**config.mk**
```make
export PLATFORM = sky130hd
export DESIGN_NAME = wb_master_port_flat
export DESIGN_NICKNAME = d
export VERILOG_FILES = /design/src/rtl/wb_master_port_if.sv /design/src/rtl/wb_master_port.sv /design/src/flat_wrapper.sv
export SDC_FILE = /design/constraint.sdc
export NUM_CORES = 1
export LEC_CHECK = 0
export BUFFER_PORTS_ARGS = -buffer_cell sky130_fd_sc_hd__buf_2
export CAP_MARGIN = 5
export CORE_ASPECT_RATIO = 2
export CORE_MARGIN = 1
export CORE_UTILIZATION = 50
export DETAILED_ROUTE_END_ITERATION = 16
export PLACE_DENSITY_LB_ADDON = 0.3
export SYNTH_ARGS = -nofsm -noshare
export SYNTH_HDL_FRONTEND = slang
export SYNTH_SLANG_ARGS = --single-unit
```
**constraint.sdc**
```tcl
create_clock -name clk -period 7.8 [get_ports clk]
set_clock_uncertainty 0.05 [all_clocks]
set_input_delay 2.34 -clock clk [delete_from_list [all_inputs] [get_ports clk]]
set_output_delay 2.34 -clock clk [all_outputs]
set_load 0.03 [all_outputs]
```
**src/rtl/wb_master_port_if.sv**
```systemverilog
// Core-side request/response channels and Wishbone classic bus for wb_master_port.
//   master modport: the bus initiator (drives req_ready_o, rsp_*, wbm_* outputs)
//   slave modport : the environment (core-side agent plus Wishbone slave)
// Parameters: WB_AD_WIDTH (address width), WB_DAT_WIDTH (data width, multiple of 8).
interface wb_master_port_if #(
    parameter int unsigned WB_AD_WIDTH  = 32,
    parameter int unsigned WB_DAT_WIDTH = 32
);
    localparam int unsigned SEL_W = WB_DAT_WIDTH / 8;

    // core-side request channel
    logic                    req_valid_i;
    logic                    req_ready_o;
    logic                    req_we_i;
    logic [WB_AD_WIDTH-1:0]  req_addr_i;
    logic [WB_DAT_WIDTH-1:0] req_wdata_i;
    logic [SEL_W-1:0]        req_sel_i;

    // core-side response channel
    logic                    rsp_valid_o;
    logic                    rsp_ready_i;
    logic [WB_DAT_WIDTH-1:0] rsp_rdata_o;
    logic                    rsp_err_o;

    // Wishbone classic bus
    logic                    wbm_cyc_o;
    logic                    wbm_stb_o;
    logic                    wbm_we_o;
    logic [WB_AD_WIDTH-1:0]  wbm_addr_o;
    logic [WB_DAT_WIDTH-1:0] wbm_wdata_o;
    logic [SEL_W-1:0]        wbm_sel_o;
    logic [WB_DAT_WIDTH-1:0] wbm_rdata_i;
    logic                    wbm_ack_i;

    modport master (
        input  req_valid_i, req_we_i, req_addr_i, req_wdata_i, req_sel_i,
        output req_ready_o,
        output rsp_valid_o, rsp_rdata_o, rsp_err_o,
        input  rsp_ready_i,
        output wbm_cyc_o, wbm_stb_o, wbm_we_o, wbm_addr_o, wbm_wdata_o, wbm_sel_o,
        input  wbm_rdata_i, wbm_ack_i
    );

    modport slave (
        output req_valid_i, req_we_i, req_addr_i, req_wdata_i, req_sel_i,
        input  req_ready_o,
        input  rsp_valid_o, rsp_rdata_o, rsp_err_o,
        output rsp_ready_i,
        input  wbm_cyc_o, wbm_stb_o, wbm_we_o, wbm_addr_o, wbm_wdata_o, wbm_sel_o,
        output wbm_rdata_i, wbm_ack_i
    );
endinterface

```
**src/rtl/wb_master_port.sv**
```systemverilog
// Wishbone classic single-access initiator: one valid/ready request becomes one
// Wishbone read or write cycle; read data (or a timeout error) is returned on a
// valid/ready response channel. Only one access is outstanding at a time.
// Ports:
//   clk  - clock, rising edge
//   rst  - asynchronous active-high reset; clears all outputs at once
//   bus  - wb_master_port_if.master: req_* request, rsp_* response, wbm_* Wishbone
// Parameters: WB_AD_WIDTH, WB_DAT_WIDTH, TIMEOUT_CYCLES (used with the macro below).
// Build option: define WBM_TIMEOUT_EN to end unacknowledged cycles after
// TIMEOUT_CYCLES cycles with rsp_err_o=1; otherwise BUS waits for ACK forever
// and rsp_err_o is tied low.
module wb_master_port #(
    parameter int unsigned WB_AD_WIDTH    = 32,
    parameter int unsigned WB_DAT_WIDTH   = 32,
    parameter int unsigned TIMEOUT_CYCLES = 64
) (
    input logic              clk,
    input logic              rst,
    wb_master_port_if.master bus
);
    localparam int unsigned SEL_W = WB_DAT_WIDTH / 8;

    // Elaboration-time guard on the timeout length
    if (TIMEOUT_CYCLES < 1) begin : g_bad_timeout
        $error("wb_master_port: TIMEOUT_CYCLES must be at least 1");
    end

    typedef enum logic [1:0] {
        IDLE = 2'd0,
        BUS  = 2'd1,
        RESP = 2'd2
    } state_t;

    state_t                  state_q, state_d;
    logic                    ready_q, ready_d;
    logic                    cyc_q, cyc_d;
    logic                    we_q, we_d;
    logic [WB_AD_WIDTH-1:0]  addr_q, addr_d;
    logic [WB_DAT_WIDTH-1:0] wdata_q, wdata_d;
    logic [SEL_W-1:0]        sel_q, sel_d;
    logic                    rsp_valid_q, rsp_valid_d;
    logic [WB_DAT_WIDTH-1:0] rdata_q, rdata_d;

`ifdef WBM_TIMEOUT_EN
    localparam int unsigned CNT_W = $clog2(TIMEOUT_CYCLES + 1);
    logic [CNT_W-1:0] cnt_q, cnt_d;
    logic             err_q, err_d;
`endif

    // State and output registers
    always_ff @(posedge clk or posedge rst) begin
        if (rst) begin
            state_q     <= IDLE;
            ready_q     <= 1'b0;
            cyc_q       <= 1'b0;
            we_q        <= 1'b0;
            addr_q      <= '0;
            wdata_q     <= '0;
            sel_q       <= '0;
            rsp_valid_q <= 1'b0;
            rdata_q     <= '0;
`ifdef WBM_TIMEOUT_EN
            cnt_q       <= '0;
            err_q       <= 1'b0;
`endif
        end else begin
            state_q     <= state_d;
            ready_q     <= ready_d;
            cyc_q       <= cyc_d;
            we_q        <= we_d;
            addr_q      <= addr_d;
            wdata_q     <= wdata_d;
            sel_q       <= sel_d;
            rsp_valid_q <= rsp_valid_d;
            rdata_q     <= rdata_d;
`ifdef WBM_TIMEOUT_EN
            cnt_q       <= cnt_d;
            err_q       <= err_d;
`endif
        end
    end

    // Next-state and next-output logic
    always_comb begin
        state_d     = state_q;
        ready_d     = ready_q;
        cyc_d       = cyc_q;
        we_d        = we_q;
        addr_d      = addr_q;
        wdata_d     = wdata_q;
        sel_d       = sel_q;
        rsp_valid_d = rsp_valid_q;
        rdata_d     = rdata_q;
`ifdef WBM_TIMEOUT_EN
        cnt_d       = cnt_q;
        err_d       = err_q;
`endif

        unique case (state_q)
            IDLE: begin
                // ready_q is still low for the first cycle after reset release
                if (ready_q && bus.req_valid_i) begin
                    we_d    = bus.req_we_i;
                    addr_d  = bus.req_addr_i;
                    wdata_d = bus.req_wdata_i;
                    sel_d   = bus.req_sel_i;
                    cyc_d   = 1'b1;
                    ready_d = 1'b0;
`ifdef WBM_TIMEOUT_EN
                    cnt_d   = '0;
`endif
                    state_d = BUS;
                end else begin
                    ready_d = 1'b1;
                end
            end

            BUS: begin
                // ACK takes priority over a timeout on the same edge
                if (bus.wbm_ack_i) begin
                    cyc_d       = 1'b0;
                    rsp_valid_d = 1'b1;
                    rdata_d     = we_q ? '0 : bus.wbm_rdata_i;
`ifdef WBM_TIMEOUT_EN
                    err_d       = 1'b0;
`endif
                    state_d     = RESP;
                end
`ifdef WBM_TIMEOUT_EN
                // cnt_q counts completed BUS cycles, so N-1 here means cyc was high N cycles
                else if (cnt_q == CNT_W'(TIMEOUT_CYCLES - 1)) begin
                    cyc_d       = 1'b0;
                    rsp_valid_d = 1'b1;
                    rdata_d     = '0;
                    err_d       = 1'b1;
                    state_d     = RESP;
                end else begin
                    cnt_d = cnt_q + CNT_W'(1);
                end
`endif
            end

            RESP: begin
                if (bus.rsp_ready_i) begin
                    rsp_valid_d = 1'b0;
                    ready_d     = 1'b1;
                    state_d     = IDLE;
                end
            end

            default: begin
                state_d = IDLE;
            end
        endcase
    end

    assign bus.req_ready_o = ready_q;
    assign bus.wbm_cyc_o   = cyc_q;
    assign bus.wbm_stb_o   = cyc_q;
    assign bus.wbm_we_o    = we_q;
    assign bus.wbm_addr_o  = addr_q;
    assign bus.wbm_wdata_o = wdata_q;
    assign bus.wbm_sel_o   = sel_q;
    assign bus.rsp_valid_o = rsp_valid_q;
    assign bus.rsp_rdata_o = rdata_q;
`ifdef WBM_TIMEOUT_EN
    assign bus.rsp_err_o   = err_q;
`else
    assign bus.rsp_err_o   = 1'b0;
`endif

endmodule
```
**src/flat_wrapper.sv**
```systemverilog
// flat-port wrapper written by rule: the top's interface ports become plain ports
module wb_master_port_flat 
#(
    parameter int unsigned WB_AD_WIDTH    = 32,
    parameter int unsigned WB_DAT_WIDTH   = 32,
    parameter int unsigned TIMEOUT_CYCLES = 64
)
  (clk, rst, bus_req_valid_i, bus_req_we_i, bus_req_addr_i, bus_req_wdata_i, bus_req_sel_i, bus_req_ready_o, bus_rsp_valid_o, bus_rsp_rdata_o, bus_rsp_err_o, bus_rsp_ready_i, bus_wbm_cyc_o, bus_wbm_stb_o, bus_wbm_we_o, bus_wbm_addr_o, bus_wbm_wdata_o, bus_wbm_sel_o, bus_wbm_rdata_i, bus_wbm_ack_i);
  wb_master_port_if #(.WB_AD_WIDTH(WB_AD_WIDTH), .WB_DAT_WIDTH(WB_DAT_WIDTH)) bus_i ();
  input logic clk;
  input logic rst;
  input wire logic [$bits(bus_i.req_valid_i)-1:0] bus_req_valid_i;
  input wire logic [$bits(bus_i.req_we_i)-1:0] bus_req_we_i;
  input wire logic [$bits(bus_i.req_addr_i)-1:0] bus_req_addr_i;
  input wire logic [$bits(bus_i.req_wdata_i)-1:0] bus_req_wdata_i;
  input wire logic [$bits(bus_i.req_sel_i)-1:0] bus_req_sel_i;
  output wire logic [$bits(bus_i.req_ready_o)-1:0] bus_req_ready_o;
  output wire logic [$bits(bus_i.rsp_valid_o)-1:0] bus_rsp_valid_o;
  output wire logic [$bits(bus_i.rsp_rdata_o)-1:0] bus_rsp_rdata_o;
  output wire logic [$bits(bus_i.rsp_err_o)-1:0] bus_rsp_err_o;
  input wire logic [$bits(bus_i.rsp_ready_i)-1:0] bus_rsp_ready_i;
  output wire logic [$bits(bus_i.wbm_cyc_o)-1:0] bus_wbm_cyc_o;
  output wire logic [$bits(bus_i.wbm_stb_o)-1:0] bus_wbm_stb_o;
  output wire logic [$bits(bus_i.wbm_we_o)-1:0] bus_wbm_we_o;
  output wire logic [$bits(bus_i.wbm_addr_o)-1:0] bus_wbm_addr_o;
  output wire logic [$bits(bus_i.wbm_wdata_o)-1:0] bus_wbm_wdata_o;
  output wire logic [$bits(bus_i.wbm_sel_o)-1:0] bus_wbm_sel_o;
  input wire logic [$bits(bus_i.wbm_rdata_i)-1:0] bus_wbm_rdata_i;
  input wire logic [$bits(bus_i.wbm_ack_i)-1:0] bus_wbm_ack_i;
  assign bus_i.req_valid_i = bus_req_valid_i;
  assign bus_i.req_we_i = bus_req_we_i;
  assign bus_i.req_addr_i = bus_req_addr_i;
  assign bus_i.req_wdata_i = bus_req_wdata_i;
  assign bus_i.req_sel_i = bus_req_sel_i;
  assign bus_req_ready_o = bus_i.req_ready_o;
  assign bus_rsp_valid_o = bus_i.rsp_valid_o;
  assign bus_rsp_rdata_o = bus_i.rsp_rdata_o;
  assign bus_rsp_err_o = bus_i.rsp_err_o;
  assign bus_i.rsp_ready_i = bus_rsp_ready_i;
  assign bus_wbm_cyc_o = bus_i.wbm_cyc_o;
  assign bus_wbm_stb_o = bus_i.wbm_stb_o;
  assign bus_wbm_we_o = bus_i.wbm_we_o;
  assign bus_wbm_addr_o = bus_i.wbm_addr_o;
  assign bus_wbm_wdata_o = bus_i.wbm_wdata_o;
  assign bus_wbm_sel_o = bus_i.wbm_sel_o;
  assign bus_i.wbm_rdata_i = bus_wbm_rdata_i;
  assign bus_i.wbm_ack_i = bus_wbm_ack_i;
  wb_master_port #(.WB_AD_WIDTH(WB_AD_WIDTH), .WB_DAT_WIDTH(WB_DAT_WIDTH), .TIMEOUT_CYCLES(TIMEOUT_CYCLES)) u_core (.clk(clk), .rst(rst), .bus(bus_i));
endmodule
```
==> summary.md <==
| Metric | Value |
|---|---|
| Status | `complete, no violations` |
| Clock-pin slew on the worst setup and hold paths | `70 ps` |
| Startpoint Class | `register` |
| Pint | `approximately 0.0016 W` |
| Largest net degree at the start of global routing | `66` |
| DRT Pass-1 Iters | `5` |
| Final period util | `50.2%` |
| Worst setup path category | `register to primary output` |
| Vias in the first global route | `3209` |
| FILL cells | `681` |
| Crit-path cells | `buf_2` |
| RSZ-0062 raised after global routing | `no` |
| Crit. End Element | `primary output` |
| Delay-heaviest family, CP | `flip-flops` |
| Worst Tran Pin Value | `1010 ps` |
| Total wire length | `~10000 um` |
| Gp weighted congestion | `0.762` |
| Clock sinks | `106` |
| Grt ovf | `0` |
| Switch Pwr | `between 0.001 and 0.0015 W` |
| Yosys top cell area share | `59.1%` |
| Warnings from Yosys | `0` |
| Power density cells | `490 nW/um2` |
| Hold_sp | `u_core.bus.rsp_rdata_o[12]$_DFFE_PP0P_` |
| Leakage Power | `around 3.0 nW` |
| # hold bufs at CTS | `0` |
| Fin crit period | `3920 ps` |
| Htree depth | `3` |
| Clk_lat worst skew | `340 ps` |
| P&R area growth vs syn | `28.6%` |
| CTS tree | `done` |
| WP data required | `5410 ps` |
| Number of synthesized flops with an enable pin | `0` |
| Wire per inst | `about 16 um` |
| Buf+Inv Stages, Crit Path | `1` |
| Finished Cell Area | `5770 um2` |
| PortBufs | `210` |
| Final Hold Vio Count | `0` |
| Via Count | `3060` |
| Mapped cell area | `4490 um2` |
| Sequential element share of the synthesized area | `59.1%` |
| CP max FO | `34` |
| Post-synth top area cell | `dfrtp_1` |
| Io pins | `212` |
| CTS Root Buffer Type | `clkbuf_16` |
| Worst Setup SP | `u_core.bus.wbm_we_o$_DFFE_PP0P_` |
| Avg Inst Size Synth | `14.4 um2` |
| Die H | `136 um` |
| Max Cap Viol | `0` |
| 1st-iter DRT viols | `101` |
| Ys async rst share | `100%` |
| Clock buffer depth | `2` |
| Cells after Synth | `312` |
| Initial Util | `51.9%` |
| Hold WS | `426 ps` |
| Crit path DAT | `1530 ps` |
| VDD IR-drop max | `269 uV` |
| # rows | `48` |
| DR vias/cell | `just under 5` |
| Slew headroom | `32.7%` |
| Final design utilization | `66.8%` |
| Max incr delay on CP | `850 ps` |
| Clock network fraction of total power | `approximately 15%` |
| Met1 usage | `a little under a quarter` |
| Count of different cell masters after synthesis | `21` |
| DP HPWL | `7390 um` |
| Slew Limit Fails | `0` |
| Fin nets | `~620` |
| Synth Net Count | `418` |
| Post-CTS setup buffers | `0` |
| Main flop type after synthesis | `dfrtp_1` |
| Post-DP Area | `between 5000 and 6000 um2` |
| CTS Buf Count | `9` |
| Gate power share | `50.4%` |
| Area contributors post-synth | `dfrtp_1 59%, mux2_4 23%, nand2b_1 4.6%` |
| Share of cells above drive strength 1 | `57.1%` |
| Critical R2R Launch | `u_core.state_q[1]$_DFFE_PP0P_` |
| M3 GR Usage | `4.45%` |
| FF+latch count, synth | `about 110` |
| Core ar. | `approximately 8600 um2` |
| Die area | `9380 um2` |
| Sw Share | `42.1%` |
| M2 GR Usage | `37.5%` |
| Finish-stage setup viols | `0` |
| Most Crowded Layer GR | `met2` |
| First-pass GRT wire length | `15800 um` |
| Seq pwr share | `34.4%` |
| DRC violation count after routing | `0` |
| Achievable clock frequency | `around 260 MHz` |
| Worst path slowest cell | `dfrtp_1` |
| Initial antenna violation count | `0` |
| N_diodes | `0` |
| DRT antenna net count | `0` |
| Post_cts resized | `0` |
| Die W | `around 69 um` |
| Min-Delay Path Class | `register to register` |
| GRT Resource Usage Total | `21.5%` |
| Final TNS setup | `0 ps` |
## final timing paths
kind | slack, ps | endpoint | cells past startpoint
worst min register to register | 430 | u_core.bus.rsp_rdata_o[12]$_DFFE_PP0P_ | 2
worst max register to register | 5590 | u_core.bus.wbm_sel_o[2]$_DFFE_PP0P_ | 3
min in group asynchronous | 2010 | u_core.bus.rsp_rdata_o[11]$_DFFE_PP0P_ | 2
worst max-delay path | 3880 | bus_wbm_we_o | 1
worst min-delay path | 430 | u_core.bus.rsp_rdata_o[12]$_DFFE_PP0P_ | 2
max in group asynchronous | 4540 | u_core.bus.wbm_addr_o[18]$_DFFE_PP0P_ | 3
## synth_stat cells, types with 2 or more instances
library cell,number
buf_12,7
o21ai_0,36
nor2_1,2
clkbuf_1,5
a21oi_1,3
nand2b_1,33
nand2_1,33
inv_1,4
buf_2,4
mux2_4,68
buf_4,2
dfrtp_1,106
## stage by stage
| step | instances | total power (W) | setup WS (ps) |
|---|---|---|---|
| after global routing | 620 | 0.00297 | 3770 |
| after floorplan | 312 | 0.00207 | 2620 |
| after global placement | 606 | 0.00237 | 3680 |
| after CTS | 620 | 0.00286 | 3840 |
| after detailed placement | 606 | 0.00242 | 3630 |
| final | 620 | 0.00283 | 3880 |
## layout by cell type, fill, tap and decap left out, drive strengths merged
master	instances
clkinv	1
nand3b	1
or2b	1
dfrtp	106
nand2	33
a31oi	1
mux2	69
a21oi	3
conb	1
nor2	2
bufinv	1
clkbuf	11
inv	4
clkinvlp	1
o21ai	36
nor2b	1
buf	214
nand2b	33
nor4bb	1
## final cells by class
cell class,count,area [um2],share of cell area [%]
Inverter,4,17.5,0.303
Clock buffer,11,233,4.03
Tap cell,100,125,2.17
Timing Repair Buffer,214,1080,18.7
Sequential cell,106,2650,45.9
Multi-Input combinational cell,182,1620,28.1
Clock inverter,3,42.5,0.737
## registers in the layout, summed over array words and instances, names as in the netlist
name                    count
u_core.bus.req_ready_o      1
u_core.bus.wbm_sel_o        4
u_core.bus.rsp_rdata_o     32
u_core.bus.wbm_addr_o      32
u_core.bus.wbm_wdata_o     32
u_core.state_q              2
u_core.bus.wbm_cyc_o        1
u_core.bus.wbm_we_o         1
u_core.bus.rsp_valid_o      1
## metal layers
layer  up-vias  wire length [um]
met4         0               482
met5         -                 0
met2       128              5390
met3        34               499
li1       1444                 -
met1      1454              3620
## cell families (layout without fill, tap and decap cells)
logic type	count (synthesis)	count (layout)	share of synthesized area, %
AOI/OAI and AO/OA	40	40	4.49
buffers and inverters	24	232	4.99
DFF	106	106	59.1
muxes	69	69	23.0
other	1	1	0.0835
and+or+nand+nor	72	72	8.36
## worst register-to-register path, cell delays in order (launching register included)
cell and delay (ps):
dfrtp_1 460, nor4bb_4 330, buf_4 800, mux2_2 460
## power by group through the flow
stage	sequential, W	clock [W]	combinational, W
floorplan	0.00145	0	0.000614
global placement	0.000968	0	0.00140
finish	0.000972	0.000430	0.00143
global route	0.00101	0.000457	0.00150
detailed placement	0.000979	0	0.00144
CTS	0.000975	0.000441	0.00144
No activity file was read; power rests on OpenSTA's default activity.
